===== src/rtl/helios_link_pkg.sv =====
// -----------------------------------------------------------------------------
// helios_link_pkg
// Shared definitions for the 64-bit inter-FPGA grid link.
//   DEFAULT_LINK_TAG : constant placed in beat bits [63:56]
//   TAG_LSB/IDX_LSB  : bit offsets of the tag and channel-index fields
//   PAYLOAD_W        : width of the payload field in the low part of a beat
//   link_beat_t      : packed view of one link beat {tag, idx, payload}
//   idx_width()      : index width for an N-entry selector, never below 1
// -----------------------------------------------------------------------------
package helios_link_pkg;

  localparam int              LINK_BEAT_W      = 64;
  localparam int              TAG_LSB          = 56;
  localparam int              IDX_LSB          = 48;
  localparam int              PAYLOAD_W        = 48;
  localparam logic [7:0]      DEFAULT_LINK_TAG = 8'h5A;

  typedef struct packed {
    logic [7:0]           tag;
    logic [7:0]           idx;
    logic [PAYLOAD_W-1:0] payload;
  } link_beat_t;

  function automatic int idx_width(input int n);
    return (n > 1) ? $clog2(n) : 1;
  endfunction

endpackage


===== src/rtl/border_link_arbiter_if.sv =====
// -----------------------------------------------------------------------------
// border_link_arbiter_if
// Bundles the border-channel inputs, the link output handshake and the
// controller-facing status of border_link_arbiter.
//   enable      : controller permission to issue new grants
//   in_data     : channel payloads, channel i at [i*CH_DATA_WIDTH +: CH_DATA_WIDTH]
//   in_valid    : per-channel valid
//   in_ready    : per-channel ready (one-hot or zero)
//   out_data    : link beat
//   out_valid   : link valid
//   out_ready   : link ready
//   busy        : beat held or any request pending
//   beats_sent  : count of link handshakes
//   clear_stats : synchronous clear of beats_sent
// Modports: slave = arbiter view, master = environment view.
// -----------------------------------------------------------------------------
interface border_link_arbiter_if #(
  parameter int NUM_CHANNELS  = 30,
  parameter int CH_DATA_WIDTH = 20
);

  logic                                    enable;
  logic [NUM_CHANNELS*CH_DATA_WIDTH-1:0]   in_data;
  logic [NUM_CHANNELS-1:0]                 in_valid;
  logic [NUM_CHANNELS-1:0]                 in_ready;
  logic [63:0]                             out_data;
  logic                                    out_valid;
  logic                                    out_ready;
  logic                                    busy;
  logic [31:0]                             beats_sent;
  logic                                    clear_stats;

  modport slave (
    input  enable, in_data, in_valid, out_ready, clear_stats,
    output in_ready, out_data, out_valid, busy, beats_sent
  );

  modport master (
    output enable, in_data, in_valid, out_ready, clear_stats,
    input  in_ready, out_data, out_valid, busy, beats_sent
  );

endinterface


===== src/rtl/rr_priority_select.sv =====
// -----------------------------------------------------------------------------
// rr_priority_select
// Combinational round-robin pick: the lowest requesting index at or above ptr
// wins; if none, the lowest requesting index below ptr wins.
//   req  : request vector
//   ptr  : first index with priority
//   gnt  : one-hot grant (zero when nothing requests)
//   gidx : binary index of the grant
//   any  : at least one request present
// -----------------------------------------------------------------------------
module rr_priority_select
  import helios_link_pkg::*;
#(
  parameter  int N  = 4,
  localparam int IW = idx_width(N)
) (
  input  logic [N-1:0]  req,
  input  logic [IW-1:0] ptr,
  output logic [N-1:0]  gnt,
  output logic [IW-1:0] gidx,
  output logic          any
);

  logic          hi_hit;
  logic [IW-1:0] hi_idx;
  logic [IW-1:0] lo_idx;

  // NOTE: combinational logic uses blocking assignments and gives every
  // output a default first, so no path through the block infers a latch.
  always_comb begin
    hi_hit = 1'b0;
    hi_idx = '0;
    lo_idx = '0;
    any    = 1'b0;
    // Scanning downward lets the last hit overwrite earlier ones, leaving the
    // lowest index in each half.
    for (int i = N - 1; i >= 0; i--) begin
      if (req[i]) begin
        any    = 1'b1;
        lo_idx = IW'(i);
        if (i >= int'(ptr)) begin
          hi_hit = 1'b1;
          hi_idx = IW'(i);
        end
      end
    end
    gidx = hi_hit ? hi_idx : lo_idx;
    gnt  = any ? (N'(1) << gidx) : '0;
  end

endmodule


===== src/rtl/border_link_arbiter.sv =====
// -----------------------------------------------------------------------------
// border_link_arbiter
// Shares one 64-bit grid link among NUM_CHANNELS border output channels.
// Each grant takes one beat from one channel, tags it with LINK_TAG and the
// channel index, and places it in a registered output stage. The stage
// refills in the same cycle it is drained, giving one beat per cycle.
//   clk   : clock
//   reset : asynchronous, active-low reset
//   bus   : border_link_arbiter_if slave (channels, link, status)
// -----------------------------------------------------------------------------
module border_link_arbiter
  import helios_link_pkg::*;
#(
  parameter int         NUM_CHANNELS  = 30,
  parameter int         CH_DATA_WIDTH = 20,
  parameter int         LINK_WIDTH    = 64,
  parameter logic [7:0] LINK_TAG      = DEFAULT_LINK_TAG
) (
  input  logic                   clk,
  input  logic                   reset,
  border_link_arbiter_if.slave   bus
);

  localparam int IW = idx_width(NUM_CHANNELS);

  if (CH_DATA_WIDTH > PAYLOAD_W) begin : g_bad_data_width
    $error("CH_DATA_WIDTH must not exceed 48");
  end
  if ($clog2(NUM_CHANNELS) > 8) begin : g_bad_channel_count
    $error("channel index must fit in 8 bits");
  end
  if (LINK_WIDTH != LINK_BEAT_W) begin : g_bad_link_width
    $error("LINK_WIDTH is fixed at 64");
  end

  logic [CH_DATA_WIDTH-1:0] ch_data [NUM_CHANNELS];
  logic [NUM_CHANNELS-1:0]  gnt;
  logic [IW-1:0]            gidx;
  logic                     any;
  logic [IW-1:0]            ptr;
  logic                     load;
  logic                     out_valid_q;
  link_beat_t               beat_q;
  link_beat_t               beat_d;
  logic [31:0]              beats_q;
  logic                     link_fire;

  for (genvar i = 0; i < NUM_CHANNELS; i++) begin : g_unpack
    assign ch_data[i] = bus.in_data[i*CH_DATA_WIDTH +: CH_DATA_WIDTH];
  end

  rr_priority_select #(.N(NUM_CHANNELS)) u_select (
    .req  (bus.in_valid),
    .ptr  (ptr),
    .gnt  (gnt),
    .gidx (gidx),
    .any  (any)
  );

  // Gating with reset keeps in_ready low while the output stage is held in
  // reset, so no channel can hand off a beat that would be lost.
  assign load      = reset & bus.enable & (~out_valid_q | bus.out_ready);
  assign link_fire = out_valid_q & bus.out_ready;

  always_comb begin
    beat_d.tag     = LINK_TAG;
    beat_d.idx     = 8'(gidx);
    beat_d.payload = PAYLOAD_W'(ch_data[gidx]);
  end

  // NOTE: sequential state uses non-blocking assignments so every register
  // samples the pre-edge values of the others.
  always_ff @(posedge clk or negedge reset) begin
    if (!reset) begin
      out_valid_q <= 1'b0;
      beat_q      <= '0;
      ptr         <= '0;
    end else if (load) begin
      out_valid_q <= any;
      if (any) begin
        beat_q <= beat_d;
        ptr    <= (gidx == IW'(NUM_CHANNELS - 1)) ? '0 : gidx + IW'(1);
      end
    end else if (bus.out_ready) begin
      // Enable is low: the held beat drains without being replaced.
      out_valid_q <= 1'b0;
    end
  end

  always_ff @(posedge clk or negedge reset) begin
    if (!reset) begin
      beats_q <= '0;
    end else if (bus.clear_stats) begin
      beats_q <= '0;
    end else if (link_fire) begin
      beats_q <= beats_q + 32'd1;
    end
  end

  assign bus.in_ready   = load ? gnt : '0;
  assign bus.out_valid  = out_valid_q;
  assign bus.out_data   = beat_q;
  assign bus.busy       = out_valid_q | (|bus.in_valid);
  assign bus.beats_sent = beats_q;

endmodule


===== src/flat_wrapper.sv =====
// flat-port wrapper written by rule: the top's interface ports become plain ports
module border_link_arbiter_flat import helios_link_pkg::*;
#(
  parameter int         NUM_CHANNELS  = 30,
  parameter int         CH_DATA_WIDTH = 20,
  parameter int         LINK_WIDTH    = 64,
  parameter logic [7:0] LINK_TAG      = DEFAULT_LINK_TAG
)
  (clk, reset, bus_enable, bus_in_data, bus_in_valid, bus_out_ready, bus_clear_stats, bus_in_ready, bus_out_data, bus_out_valid, bus_busy, bus_beats_sent);
  border_link_arbiter_if #(.NUM_CHANNELS(NUM_CHANNELS), .CH_DATA_WIDTH(CH_DATA_WIDTH)) bus_i ();
  input  logic clk;
  input  logic reset;
  input wire logic [$bits(bus_i.enable)-1:0] bus_enable;
  input wire logic [$bits(bus_i.in_data)-1:0] bus_in_data;
  input wire logic [$bits(bus_i.in_valid)-1:0] bus_in_valid;
  input wire logic [$bits(bus_i.out_ready)-1:0] bus_out_ready;
  input wire logic [$bits(bus_i.clear_stats)-1:0] bus_clear_stats;
  output wire logic [$bits(bus_i.in_ready)-1:0] bus_in_ready;
  output wire logic [$bits(bus_i.out_data)-1:0] bus_out_data;
  output wire logic [$bits(bus_i.out_valid)-1:0] bus_out_valid;
  output wire logic [$bits(bus_i.busy)-1:0] bus_busy;
  output wire logic [$bits(bus_i.beats_sent)-1:0] bus_beats_sent;
  assign bus_i.enable = bus_enable;
  assign bus_i.in_data = bus_in_data;
  assign bus_i.in_valid = bus_in_valid;
  assign bus_i.out_ready = bus_out_ready;
  assign bus_i.clear_stats = bus_clear_stats;
  assign bus_in_ready = bus_i.in_ready;
  assign bus_out_data = bus_i.out_data;
  assign bus_out_valid = bus_i.out_valid;
  assign bus_busy = bus_i.busy;
  assign bus_beats_sent = bus_i.beats_sent;
  border_link_arbiter #(.NUM_CHANNELS(NUM_CHANNELS), .CH_DATA_WIDTH(CH_DATA_WIDTH), .LINK_WIDTH(LINK_WIDTH), .LINK_TAG(LINK_TAG)) u_core (.clk(clk), .reset(reset), .bus(bus_i));
endmodule

===== config.mk =====
export PLATFORM = sky130hd
export DESIGN_NAME = border_link_arbiter_flat
export DESIGN_NICKNAME = d
export VERILOG_FILES = /design/src/rtl/helios_link_pkg.sv /design/src/rtl/border_link_arbiter_if.sv /design/src/rtl/rr_priority_select.sv /design/src/rtl/border_link_arbiter.sv /design/src/flat_wrapper.sv
export SDC_FILE = /design/constraint.sdc
export NUM_CORES = 1
export LEC_CHECK = 0
export BUFFER_PORTS_ARGS = -buffer_cell sky130_fd_sc_hd__buf_2
export CAP_MARGIN = 20
export CELL_PAD_IN_SITES_DETAIL_PLACEMENT = 0
export CELL_PAD_IN_SITES_GLOBAL_PLACEMENT = 1
export CORE_AREA = 2 2 294 296
export DETAILED_ROUTE_END_ITERATION = 8
export DIE_AREA = 0 0 296 298
export PLACE_DENSITY_LB_ADDON = 0.1
export SYNTH_ARGS = -nofsm -noshare
export SYNTH_HDL_FRONTEND = slang
export SYNTH_SLANG_ARGS = --single-unit

===== constraint.sdc =====
create_clock -name clk -period 13.8 [get_ports clk]
set_input_delay 4.14 -clock clk [delete_from_list [all_inputs] [get_ports clk]]
set_output_delay 4.14 -clock clk [all_outputs]
set_load 0.05 [all_outputs]

Word-level counts from Yosys, hierarchy flattened
Index checks and enable logic that the tools add are counted.
{"block": "op_classes", "n_bitwise": 7, "muxes": 191, "n_shift": 1, "n_lt_le_gt_ge": 31, "eq_ne": 1, "n_reduce_logical": 4, "n_addsub": 2}
{"operator": "two-way mux 5 bit", "n": 92}
{"operator": "binary-select mux 20 bit (select 5 bit)", "n": 1}
{"operator": "two-way mux 1 bit", "n": 92}
{"operator": ">= comparator 5 bit, first input constant", "n": 14}
{"operator": "two-way mux 32 bit", "n": 2}
{"operator": "two-way mux 30 bit", "n": 2}
{"operator": ">= comparator 4 x 5 -> 1 bit, first input constant", "n": 8}
{"operator": "two-way mux 20 bit", "n": 2}
{"operator": "adder 32 x 1 -> 32 bit, second input constant", "n": 1}
{"operator": "OR reduction 30 bit", "n": 1}
{"operator": "left shift 1 x 5 -> 30 bit, first input constant", "n": 1}
{"operator": ">= comparator 3 x 5 -> 1 bit, first input constant", "n": 4}
{"operator": ">= comparator 1 x 5 -> 1 bit, first input constant", "n": 2}
{"operator": ">= comparator 2 x 5 -> 1 bit, first input constant", "n": 2}
{"operator": ">= comparator 6 bit, second input constant", "n": 1}
{"operator": "NOT 5 -> 6 bit", "n": 1}
{"operator": "adder 5 x 1 -> 5 bit, second input constant", "n": 1}
{"operator": "== test 5 bit, second input constant", "n": 1}
{"operator": "nonzero test 2 bit", "n": 2}
{"operator": "AND 1 bit", "n": 3}
{"operator": "bitwise OR 1 bit", "n": 2}
{"operator": "AND reduction 2 bit", "n": 1}
{"operator": "NOT 1 bit", "n": 1}
{"block": "word_totals", "reg_bits": 64, "out_inout_bits": 128, "inputBits": 635, "wordCells": 243}

Depth between registers and ports, before layout
{"block": "logic_depth", "ltp_word": 66, "ltp_mapped": 19, "ltp_nobuf": 12}

Cells and area by module
A second synthesis with hierarchy kept.
{"block": "hier_totals", "cells_unflattened": 1151, "hier_area_um2": 9880.7}
{"module": "border_link_arbiter", "instances": 1, "seq_area_each_um2": 1601.5, "area_each_um2": 8304.2, "cells_each": 894}
{"module": "rr_priority_select", "instances": 1, "seq_area_each_um2": 0.0, "area_each_um2": 1576.5, "cells_each": 257}

Worst setup path after synthesis
Ideal clock, no wire load.
{"block": "synth_timing", "path_kind": "in2out", "from": "in bus_in_valid[5]", "to": "out bus_in_ready[14]", "required_time_ps": 9660, "t_arrival_ps": 7766, "path_buffers": 5, "slack_ps": 1894, "stages": 15, "path_cell_list": "a21boi_1 > o21ai_0 > nand4_1 > or3_1 > nor2_1 > a211o_1 > buf_6 > nand2_8 > inv_6 > buf_12 > buf_6 > buf_6 > buf_2 > ha_1 > nor3b_1"}
{"block": "synth_via", "elab_chain_cells": 15, "elab_cells_between_ends": 38, "cone_classes": "shift: 1; mux: 37"}
{"item": "start, declared", "line_no": "flat_wrapper.sv:15", "rtl": "input wire logic [$bits(bus_i.in_valid)-1:0] bus_in_valid;"}
{"item": "two-way mux 5 bit / two-way mux 1 bit (equally long branches)", "line_no": "rr_priority_select.sv:38", "rtl": "if (req[i]) begin"}
{"item": "two-way mux 5 bit / two-way mux 1 bit (equally long branches)", "line_no": "rr_priority_select.sv:41", "rtl": "if (i >= int'(ptr)) begin"}
{"item": "two-way mux 5 bit / two-way mux 1 bit (equally long branches)", "line_no": "rr_priority_select.sv:38"}
{"item": "two-way mux 5 bit / two-way mux 1 bit (equally long branches)", "line_no": "rr_priority_select.sv:41"}
{"item": "two-way mux 5 bit / two-way mux 1 bit (equally long branches)", "line_no": "rr_priority_select.sv:38"}
{"item": "two-way mux 5 bit / two-way mux 1 bit (equally long branches)", "line_no": "rr_priority_select.sv:41"}
{"item": "two-way mux 5 bit / two-way mux 1 bit (equally long branches)", "line_no": "rr_priority_select.sv:38"}
{"item": "two-way mux 5 bit / two-way mux 1 bit (equally long branches)", "line_no": "rr_priority_select.sv:41"}
{"item": "two-way mux 5 bit / two-way mux 1 bit (equally long branches)", "line_no": "rr_priority_select.sv:38"}
{"item": "two-way mux 5 bit / two-way mux 1 bit (equally long branches)", "line_no": "rr_priority_select.sv:41"}
{"item": "two-way mux 5 bit / two-way mux 1 bit (equally long branches)", "line_no": "rr_priority_select.sv:38"}
{"item": "two-way mux 5 bit", "line_no": "rr_priority_select.sv:47", "rtl": "gidx = hi_hit ? hi_idx : lo_idx;"}
{"item": "left shift 1 x 5 -> 30 bit", "line_no": "rr_priority_select.sv:48", "rtl": "gnt = any ? (N'(1) << gidx) : '0;"}
{"item": "two-way mux 30 bit *", "line_no": "rr_priority_select.sv:48"}
{"item": "two-way mux 30 bit *", "line_no": "border_link_arbiter.sv:100", "rtl": "assign bus.in_ready = load ? gnt : '0;"}
{"item": "end, declared", "line_no": "flat_wrapper.sv:18", "rtl": "output wire logic [$bits(bus_i.in_ready)-1:0] bus_in_ready;"}
Every way passes the cells marked *; elsewhere a longest branch is shown, timed or not.

Worst setup path in the final report
{"block": "layout_timing", "from": "in bus_in_valid[5]", "to": "out bus_in_ready[8]"}
The elaborated chain is that of the path after synthesis.

==> results.toml <==
[drt]
routed_wl_mm = 88.1
ant_nets = 0
vias_per_cell = 4.26
drcViolationCount = 0
firstDrtPassIters = 5
avgRoutedWirePerCell_microns = 27.7
num_vias = 13561
drt_iter0_drc = 787

[synthesis]
synth_edf_count = 0
synth-seq-cells = 64
ys_seq_area_frac = 0.159
synth_cells = 1366
ys_types = 79
avgSynthCellArea_sq_um = 7.37
synth_ff_type = "dfrtp_1"
async_flop_share = 1.00
yosys_warnings = 0
synth_area_sq_mm = 0.0101

[floorplan]
die_height_microns = 298
coreArea_sq_mm = 0.0849
die_w_microns = 296
start_util = 0.119
io_pins = 763
rows = 107
die_area_sq_mm = 0.0882

[place]
hpwl_mm = 74.8
io_buffer_count = 727
gp_congestion = 0.873
post-place-ws_ns = 1.38

[run_status]
outcome = "finished, final reports clean"

[worst_setup_path]
cp-start-kind = "input port"
worstPathArrival_ns = 8.16
end_kind = "output port"
worst-setup-path-type = "input port to output port"
crit_required_ns = 9.66
cp_max_fo = 96

[timing]
finalSetupViolCount = 0
fin_ws_ns = 1.50
rsz0062_at_grt = "false"
skew_ns = 0.0142
fin_crit_sh = 0.892
max_freq_mhz = 81.3
max_slew_margin = 0.242
fin_crit_ns = 12.30
tightest_slew_ns = 1.14
fin_setup_tns_ns = 0
hold_viol = 0
slew_viol_final = 0

[power_and_ir_drop]
power.density_mw_per_mm2 = 272
peakVddDrop_mv = 0.347
total_power_mw = 4.04
p_leak_nw = 7.17

[run]
maxCapViolCount = 0

[global_routing]
grt_util_all_layers = 0.191
grt_max_degree = 150
grt_overflow_total = 0
grt_pass1_vias = 13834
antenna_found_initial = 51
grt_pass1_wl_mm = 116

[clock_network]
clock_path_buffers = 2
cts_root_buffer = "clkbuf_16"
cts_tree = "yes"
cts_inserted_buffers = 9
post-cts-setup-buffers = 0
clk_pin_slew_ns = 0.06
h-tree-depth = 3
insertion_delay_ns = 0.38
cts.sinks = 64
cts.repair.resized = 0
hold_buffers = 0

[layout]
drive_above_1_share = 0.403
mostFrequentLayoutCells = "buf_2 (726), nand2_1 (231), mux2i_1 (193)"
syn2layout_area_growth_pct = 47.4
final_common_cell = "buf_2"
fin_nets = 2666

[min_path]
hold_class = "register to register"
==> cell families (layout without fill, tap and decap cells) <==
logic type,Yosys count,in the layout,share of synthesized area
compound gates,329,329,0.219
xor+xnor,30,30,0.0261
fa+ha+maj,7,7,0.00870
buf+inv,154,783,0.103
flops,64,64,0.159
mux,214,214,0.219
other cells,1,45,0.000373
simple gates,567,567,0.264
==> power breakdown <==
part | total, mW | switching, mW | internal [mW]
Clock | 0.242 | 0.115 | 0.127
Sequential | 0.294 | 0.0615 | 0.232
Combinational | 3.50 | 2.38 | 1.12
==> registers in the layout (all words and copies together) (netlist names) <==
| register | flops |
|---|---|
| u_core.bus.beats_sent | 32 |
| u_core.bus.out_data | 26 |
| u_core.bus.out_valid | 1 |
| u_core.ptr | 5 |
==> routing by layer <==
metal / track usage / vias to the layer above / part of all wire
met5: 0 / - / 0.0025
met4: 0.0225 / 36 / 0.0098
met3: 0.0406 / 85 / 0.057
met2: 0.336 / 516 / 0.50
met1: 0.245 / 6596 / 0.43
li1: - / 6328 / -
==> cell type report <==
type	instances	area [sq um]
antenna	10	25.0
multi-input combinational	1182	7580
fill	9950	70000
timing repair buffer	752	3840
inverter	15	72.6
clock buffer	10	239
clock inverter	6	42.5
tap	1144	1430
sequential	64	1600
==> metrics by stage <==
step	area [sq um]	hold slack (ns)	instances	util
6_report	14800	0.477	3183	0.175
5_1_grt	14800	0.508	3178	0.175
2_1_floorplan	10200	0.744	1400	-
3_3_place_gp	14500	0.459	3157	0.171
4_1_cts	14800	0.480	3173	0.174
3_5_place_dp	14500	0.465	3157	0.171
==> Yosys cell counts (all sizes together), types with 4 or more instances <==
master	count	area (sq um)
o211ai	11	82.6
o41ai	4	42.6
nor2b	8	50.1
o31ai	12	90.1
nor4	48	300
a211o	6	52.6
o32ai	11	96.3
buf	96	818
or3	6	37.5
nand4b	5	43.8
xor2	21	184
and2	8	50.1
nand3	67	340
nor2	104	398
nand2	235	901
nand2b	8	50.1
xnor2	9	78.8
inv	15	61.3
a21boi	11	82.6
a32oi	4	35.0
a21oi	76	380
clkbuf	43	161
a211oi	22	180
dfrtp	64	1600
nand4	13	81.3
mux2i	193	1930
o22ai	60	375
a2bb2oi	7	61.3
o21a	6	45.0
mux2	18	206
or2	5	33.8
nor3	28	145
a31oi	16	100
and3	19	119
ha	7	87.6
o21ai	48	240
a2111oi	6	71.3
==> worst max-delay path, cell delays in order <==
cell      delay [ns]
buf_2           0.13
a21boi_1        0.16
o21ai_0         0.47
nand4_1         0.30
or3_1           0.49
nor2_1          0.24
a211o_1         0.39
nand2_8         0.43
inv_16          0.48
ha_1            0.29
nand2_1         0.12
nor2_1          0.15
buf_2           0.28
==> path summary, 6_finish.rpt <==
kind / startpoint / endpoint / slack [ns] / cells past startpoint
min in group asynchronous: reset / u_core.bus.out_valid$_DFFE_PN0P_ / 3.65 / 1
setup / recovery: bus_in_valid[5] / bus_in_ready[8] / 1.50 / 13
max in group asynchronous: reset / u_core.bus.out_data[10]$_DFFE_PN0P_ / 9.04 / 2
hold reg to reg: u_core.bus.out_data[52]$_DFFE_PN0P_ / u_core.bus.out_data[52]$_DFFE_PN0P_ / 0.48 / 2
hold / removal: u_core.bus.out_data[52]$_DFFE_PN0P_ / u_core.bus.out_data[52]$_DFFE_PN0P_ / 0.48 / 2
setup reg to reg: u_core.ptr[2]$_DFFE_PN0P_ / u_core.bus.out_data[19]$_DFFE_PN0P_ / 6.66 / 14
Power figures use the tool's default switching activity.
